<file path="src/rtl/parking_slot_timestamp.sv">
// parking_slot_timestamp
//   Front end for the 8-bit elapsed-time subtractor. Keeps a free-running
//   8-bit time base and a table of per-slot entry stamps. An entry request
//   allocates and stamps the lowest free slot. An exit request frees a slot
//   and presents its entry/exit stamps as a time_in/time_out pair with a
//   one-cycle pair_valid strobe.
//
//   Optional feature macro: PARK_TICK_PRESCALER_EN
//     defined   : time base advances once every TICK_DIV clocks
//     undefined : time base advances every clock (TICK_DIV unused)
//
// Ports:
//   clk, rst_n            clock, asynchronous active-low reset
//   entry_req             level request, held until entry_ack
//   entry_ack/entry_err   one-cycle ack; err=1 means the table was full
//   entry_slot            allocated slot, valid with ack when err=0
//   exit_req, exit_slot   level request and slot to vacate
//   exit_ack/exit_err     one-cycle ack; err=1 means empty/out-of-range slot
//   time_in, time_out     entry stamp and exit time of the vacated slot
//   pair_valid            one-cycle strobe for the subtractor
//   time_now              current time base
//   occupancy, full       number of occupied slots, occupancy == SLOTS
module parking_slot_timestamp #(
  parameter int unsigned SLOTS    = 8,
  parameter int unsigned SLOT_W   = 3,
  parameter int unsigned TICK_DIV = 100
) (
  input  logic              clk,
  input  logic              rst_n,
  input  logic              entry_req,
  output logic              entry_ack,
  output logic              entry_err,
  output logic [SLOT_W-1:0] entry_slot,
  input  logic              exit_req,
  input  logic [SLOT_W-1:0] exit_slot,
  output logic              exit_ack,
  output logic              exit_err,
  output logic [7:0]        time_in,
  output logic [7:0]        time_out,
  output logic              pair_valid,
  output logic [7:0]        time_now,
  output logic [SLOT_W:0]   occupancy,
  output logic              full
);

  localparam int unsigned NIDX = 1 << SLOT_W;

  typedef enum logic [1:0] {S_IDLE, S_ENTRY, S_EXIT, S_WAIT_LOW} state_e;

  state_e            state_q;
  logic              svc_exit_q;
  logic [SLOTS-1:0]  valid_q;
  logic [7:0]        stamp_q [SLOTS];
  logic [SLOT_W:0]   occ_q;
  logic [7:0]        time_q, time_d;
  logic              tick;

  logic              entry_ack_q, entry_err_q, exit_ack_q, exit_err_q, pair_valid_q;
  logic [SLOT_W-1:0] entry_slot_q;
  logic [7:0]        time_in_q, time_out_q;

  logic              full_w;
  logic [SLOT_W-1:0] free_idx;
  logic [NIDX-1:0]   valid_ext;
  logic              exit_hit;
  logic              stamp_we;

  // ---------------- time base ----------------
`ifdef PARK_TICK_PRESCALER_EN
  localparam int unsigned PW = (TICK_DIV > 1) ? $clog2(TICK_DIV) : 1;
  logic [PW-1:0] presc_q, presc_d;

  always_comb begin
    tick    = (presc_q == PW'(TICK_DIV - 1));
    presc_d = tick ? '0 : presc_q + 1'b1;
  end

  always_ff @(posedge clk or negedge rst_n) begin
    if (!rst_n) presc_q <= '0;
    else        presc_q <= presc_d;
  end
`else
  // One tick per clock; TICK_DIV has no effect in this build.
  logic unused_tick_div;
  always_comb unused_tick_div = (TICK_DIV == 0);
  always_comb tick = 1'b1;
`endif

  always_comb time_d = time_q + {7'd0, tick};

  always_ff @(posedge clk or negedge rst_n) begin
    if (!rst_n) time_q <= '0;
    else        time_q <= time_d;
  end

  // ---------------- slot lookup ----------------
  always_comb full_w = (occ_q == (SLOT_W + 1)'(SLOTS));

  // Scan downward so the lowest free index is the one left standing.
  always_comb begin
    free_idx = '0;
    for (int unsigned i = SLOTS; i > 0; i--) begin
      if (!valid_q[i-1]) free_idx = SLOT_W'(i - 1);
    end
  end

  // Indices at or above SLOTS read as empty, which folds the range check
  // into the valid lookup.
  always_comb begin
    valid_ext = NIDX'(valid_q);
    exit_hit  = valid_ext[exit_slot];
  end

  // Stamps carry no reset: they are only reachable through a set valid bit.
  always_comb stamp_we = (state_q == S_ENTRY) && !full_w;

  always_ff @(posedge clk) begin
    if (stamp_we) stamp_q[free_idx] <= time_q;
  end

  // ---------------- control FSM ----------------
  always_ff @(posedge clk or negedge rst_n) begin
    if (!rst_n) begin
      state_q      <= S_IDLE;
      svc_exit_q   <= 1'b0;
      valid_q      <= '0;
      occ_q        <= '0;
      entry_ack_q  <= 1'b0;
      entry_err_q  <= 1'b0;
      entry_slot_q <= '0;
      exit_ack_q   <= 1'b0;
      exit_err_q   <= 1'b0;
      pair_valid_q <= 1'b0;
      time_in_q    <= '0;
      time_out_q   <= '0;
    end else begin
      entry_ack_q  <= 1'b0;
      entry_err_q  <= 1'b0;
      exit_ack_q   <= 1'b0;
      exit_err_q   <= 1'b0;
      pair_valid_q <= 1'b0;
      case (state_q)
        S_IDLE: begin
          if (exit_req)       state_q <= S_EXIT;
          else if (entry_req) state_q <= S_ENTRY;
        end
        S_ENTRY: begin
          entry_ack_q <= 1'b1;
          if (full_w) begin
            entry_err_q <= 1'b1;
          end else begin
            valid_q[free_idx] <= 1'b1;
            entry_slot_q      <= free_idx;
            occ_q             <= occ_q + 1'b1;
          end
          svc_exit_q <= 1'b0;
          state_q    <= S_WAIT_LOW;
        end
        S_EXIT: begin
          exit_ack_q <= 1'b1;
          if (exit_hit) begin
            valid_q[exit_slot] <= 1'b0;
            time_in_q          <= stamp_q[exit_slot];
            time_out_q         <= time_q;
            pair_valid_q       <= 1'b1;
            occ_q              <= occ_q - 1'b1;
          end else begin
            exit_err_q <= 1'b1;
          end
          svc_exit_q <= 1'b1;
          state_q    <= S_WAIT_LOW;
        end
        S_WAIT_LOW: begin
          if (svc_exit_q ? !exit_req : !entry_req) state_q <= S_IDLE;
        end
        default: state_q <= S_IDLE;
      endcase
    end
  end

  assign entry_ack  = entry_ack_q;
  assign entry_err  = entry_err_q;
  assign entry_slot = entry_slot_q;
  assign exit_ack   = exit_ack_q;
  assign exit_err   = exit_err_q;
  assign pair_valid = pair_valid_q;
  assign time_in    = time_in_q;
  assign time_out   = time_out_q;
  assign time_now   = time_q;
  assign occupancy  = occ_q;
  assign full       = full_w;

endmodule

</file>
<file path="config.mk">
export PLATFORM = sky130hd
export DESIGN_NAME = parking_slot_timestamp
export DESIGN_NICKNAME = d
export VERILOG_FILES = /design/src/rtl/parking_slot_timestamp.sv
export SDC_FILE = /design/constraint.sdc
export NUM_CORES = 1
export LEC_CHECK = 0
export CAP_MARGIN = 20
export CORE_ASPECT_RATIO = 1.75
export CORE_UTILIZATION = 45
export CTS_CLUSTER_SIZE = 8
export DETAILED_ROUTE_END_ITERATION = 16
export HOLD_SLACK_MARGIN = 0.02
export PLACE_DENSITY = 0.78
export SYNTH_ARGS = -nofsm -noshare
export SYNTH_HDL_FRONTEND = slang
export SYNTH_SLANG_ARGS = --single-unit
</file>
<file path="constraint.sdc">
create_clock -name clk -period 1.9 [get_ports clk]
set_clock_uncertainty 0.15 [all_clocks]
set_input_delay 0.19 -clock clk [delete_from_list [all_inputs] [get_ports clk]]
set_output_delay 0.19 -clock clk [all_outputs]
set_load 0.05 [all_outputs]
</file>
==> impl_metrics.json <==
{
  "endpoint": "occupancy[2]$_DFFE_PN0P_",
  "use_met2_pct": 34.8,
  "initial_core_util_pct": 45.9,
  "path_buf_inv": 2,
  "min_path_type": "primary input to asynchronous set/reset pin",
  "combPwrFrac_pct": 46.3,
  "setup_violations": 13,
  "cp.required_ns": 1.98,
  "die_y_um": 137,
  "clkTransAtPathRegs_ns": 0.07,
  "cp.depth": 7,
  "r2r_slack_ns": -0.03,
  "synth_area_um2": 4690,
  "io_buffers": 43,
  "grt_pass1_wl_um": 15600,
  "synth_top_area_cell": "edfxtp_1",
  "grt_max_degree": 20,
  "crit_path_end_kind": "flop",
  "r2r_end": "occupancy[2]$_DFFE_PN0P_",
  "viasPerCell": 5.37,
  "stdcell_area_um2": 6250,
  "cts_max_level": 3,
  "top_usage_layer": "met2",
  "max_freq_ghz": 0.519,
  "fin_nets": 448,
  "design.die.area_um2": 10900,
  "final.period_utilization_pct": 101,
  "finalWirelength_um": 10500,
  "cts_tree": "yes",
  "cts.path.max_buffers": 2,
  "finalHoldViolCount": 0,
  "drv_slew": 0,
  "drtIter0Drc": 210,
  "synth_flop_cell": "edfxtp_1",
  "hpwl_um": 6930,
  "gr-total-overflow": 0,
  "maxCapViolations": 0,
  "intPower_w": 0.00643,
  "yosysUniqueCellTypes": 50,
  "reg2reg_from": "valid_ext[7]$_DFFE_PN0P_",
  "cp_slowest_stage_delay_ns": 0.38,
  "fill_cells": 722,
  "max-vdd-ir-drop_mv": 1.33,
  "slew_headroom_pct": 64.4,
  "firstDrtPassIters": 4,
  "power.switching_w": 0.00378,
  "crit_family": "simple AND/OR/NAND/NOR gates",
  "crit_path_start": "valid_ext[7]$_DFFE_PN0P_",
  "drc_errors": 0,
  "rows": 49,
  "synth_edf_count": 64,
  "violations": "negative setup slack",
  "drive_gt1_share_pct": 35.2,
  "power_density_nw_per_um2": 1630,
  "p_leak_nw": 2.54,
  "clkPwrFrac_pct": 20.0,
  "seq_power_share_pct": 33.7,
  "antenna_found_initial": 0,
  "crit_type": "flop to flop",
  "num_vias": 3028,
  "routedWlPerCell_um": 18.5,
  "path_cells": "buf_6, mux2i_1, o22a_1, buf_4, and3_4, or2_4, mux2_4",
  "hold_slack_ns": 0.133,
  "cts_sinks": 111,
  "syn_area_per_cell_um2": 14.4,
  "dpl_cell_area_um2": 5690,
  "core_area_um2": 10200,
  "synth_sequential_area_ratio_pct": 66.0,
  "yosysWarnings": 0,
  "min_period_ns": 1.93,
  "rsz0062_at_grt": "yes",
  "grt_use_met3_pct": 3.20,
  "ant_nets": 0,
  "cts_root_buf": "clkbuf_16",
  "track_usage_pct": 19.8,
  "clock_latency_ns": 0.34,
  "use_met1_pct": 23.2,
  "cts_buffers": 9,
  "antenna_cells": 0,
  "pre_cts_ws_ns": -0.431,
  "synth_top_area_share_pct": 40.9,
  "die_width_um": 79.2,
  "rr_worst_depth": 7,
  "areaGrowthSynthToFinish_pct": 33.2,
  "io_pins": 44,
  "switching_share_pct": 37.0,
  "ys_ff_latch": 111,
  "synth_area_leaders": "edfxtp_1 41%, dfrtp_1 25%, mux4_2 4.8%, mux2_2 2.9%, mux2i_1 2.8%",
  "crit_fanout": 3,
  "synth_fp_nets": 341,
  "gp_congestion": 0.890,
  "grt_pass1_vias": 3014,
  "finalPower_w": 0.0102,
  "status": "finished, violations left",
  "start_kind": "flop",
  "cp_slowest_cell": "dfrtp_1",
  "synthArstFlopShare_pct": 42.3,
  "tightest_slew_ns": 0.533,
  "syn_inst": 325,
  "timing.final.ws_setup_ns": -0.0250,
  "cp.arrival_ns": 2.01
}
## cell usage after synthesis (2+ instances only)
library cell / instances
nand2b_1: 7
a211oi_1: 3
and3_1: 2
mux4_2: 10
and2_1: 2
mux2_2: 12
a31oi_1: 6
edfxtp_1: 64
o22ai_1: 3
nor4b_2: 2
nor2_1: 20
a21o_1: 3
nand3_1: 9
xor2_1: 2
buf_2: 6
o31ai_1: 4
a21oi_1: 7
or2_2: 3
nor2b_1: 5
nand2_1: 25
nor3_1: 2
buf_6: 2
clkbuf_1: 2
ha_1: 8
buf_4: 2
a22oi_1: 2
o21ai_0: 17
dfrtp_1: 47
inv_1: 9
xnor2_1: 7
mux2i_1: 13
## state kept, by name, summed over array words and instances (netlist names), 2 cells and up
| name | count |
|---|---|
| entry_slot | 3 |
| occupancy | 4 |
| stamp_q | 64 |
| state_q | 2 |
| time_in | 8 |
| time_now | 8 |
| time_out | 8 |
| valid_ext | 8 |
## stage by stage
step                utilization [%]  setup TNS, ns  instances
floorplan                         -         -22.11        325
global placement               55.6         -10.53        539
detailed placement             55.6         -11.69        539
CTS                            59.7        -0.0513        557
global route                   61.1          -2.04        564
finish                         61.1        -0.0808        564
## repair_timing
item                                    CTS  global route
cloned                                    0             2
endpoints found under the setup margin   77            92
hold endpoints to repair                 47             0
resized for setup                        21            28
hold buffers                              1             0
pin swaps                                 4            11
buffers inserted                          1             5
## power groups by stage
stage,Combinational [W],Clock [W],Sequential [W]
floorplan,0.00170,0,0.00430
global placement,0.00415,0,0.00343
detailed placement,0.00424,0,0.00346
CTS,0.00442,0.00207,0.00343
global route,0.00503,0.00215,0.00350
finish,0.00473,0.00204,0.00344
## worst min-delay path by stage
stage	startpoint	endpoint	slack [ns]	depth (start not counted)
2_1_floorplan	rst_n	entry_ack$_DFF_PN0_	-0.26	0
3_3_place_gp	rst_n	entry_err$_DFF_PN0_	-0.04	1
3_5_place_dp	rst_n	entry_slot[1]$_DFFE_PN0P_	-0.03	1
4_1_cts	rst_n	entry_slot[2]$_DFFE_PN0P_	0.14	2
5_1_grt	rst_n	valid_ext[0]$_DFFE_PN0P_	0.15	2
6_report	rst_n	occupancy[3]$_DFFE_PN0P_	0.13	2
## placed cells by master (no fill, tap or decap), types with 7 or more instances in the layout
| cell type | netlist | layout |
|---|---|---|
| nand2_1 | 25 | 19 |
| o21ai_1 | 1 | 10 |
| inv_1 | 9 | 7 |
| buf_4 | 2 | 67 |
| mux2_4 | 1 | 9 |
| edfxtp_1 | 64 | 64 |
| o21ai_0 | 17 | 7 |
| nand2b_1 | 7 | 7 |
| clkbuf_16 | 0 | 10 |
| mux4_2 | 10 | 10 |
| nand3_1 | 9 | 9 |
| dfrtp_1 | 47 | 42 |
| mux2i_1 | 13 | 13 |
| clkdlybuf4s50_1 | 0 | 23 |
| buf_12 | 0 | 7 |
| nor2_1 | 20 | 15 |
## layout make-up
type                    count  area, um2  share of cell area (%)
repair buffers            109       1010                    16.2
clock inverters             6        101                    1.62
clock buffers              10        229                    3.66
multi-input cells         192       1620                    25.8
inverters                   9       33.8                   0.540
flip-flops and latches    111       3100                    49.6
well taps                 127        159                    2.54
## kinds of logic (layout without fill, tap and decap cells)
group | Yosys count | after routing | share of synthesized area (%)
buffers and inverters | 22 | 134 | 2.40
AOI/OAI and AO/OA | 55 | 55 | 7.68
and+or+nand+nor | 83 | 83 | 8.93
DFF | 111 | 111 | 66.0
xor gates and xnor gates | 9 | 9 | 1.68
adders and majority gates | 9 | 9 | 2.56
muxes | 36 | 36 | 10.8
## worst reg2reg max path: stages (launching register included)
cell	delay, ns
dfrtp_1	0.38
buf_6	0.12
mux2i_1	0.06
o22a_1	0.25
buf_4	0.15
and3_4	0.18
or2_4	0.23
mux2_4	0.29
## layer usage
layer / routed length [um] / part of all wire (%) / vias up
met5: 0 / 0 / -
met4: 188 / 1.8 / 0
met3: 364 / 3.5 / 11
met2: 5840 / 56 / 79
met1: 4060 / 39 / 1527
li1: - / - / 1411
Power figures use the tool's default switching activity.
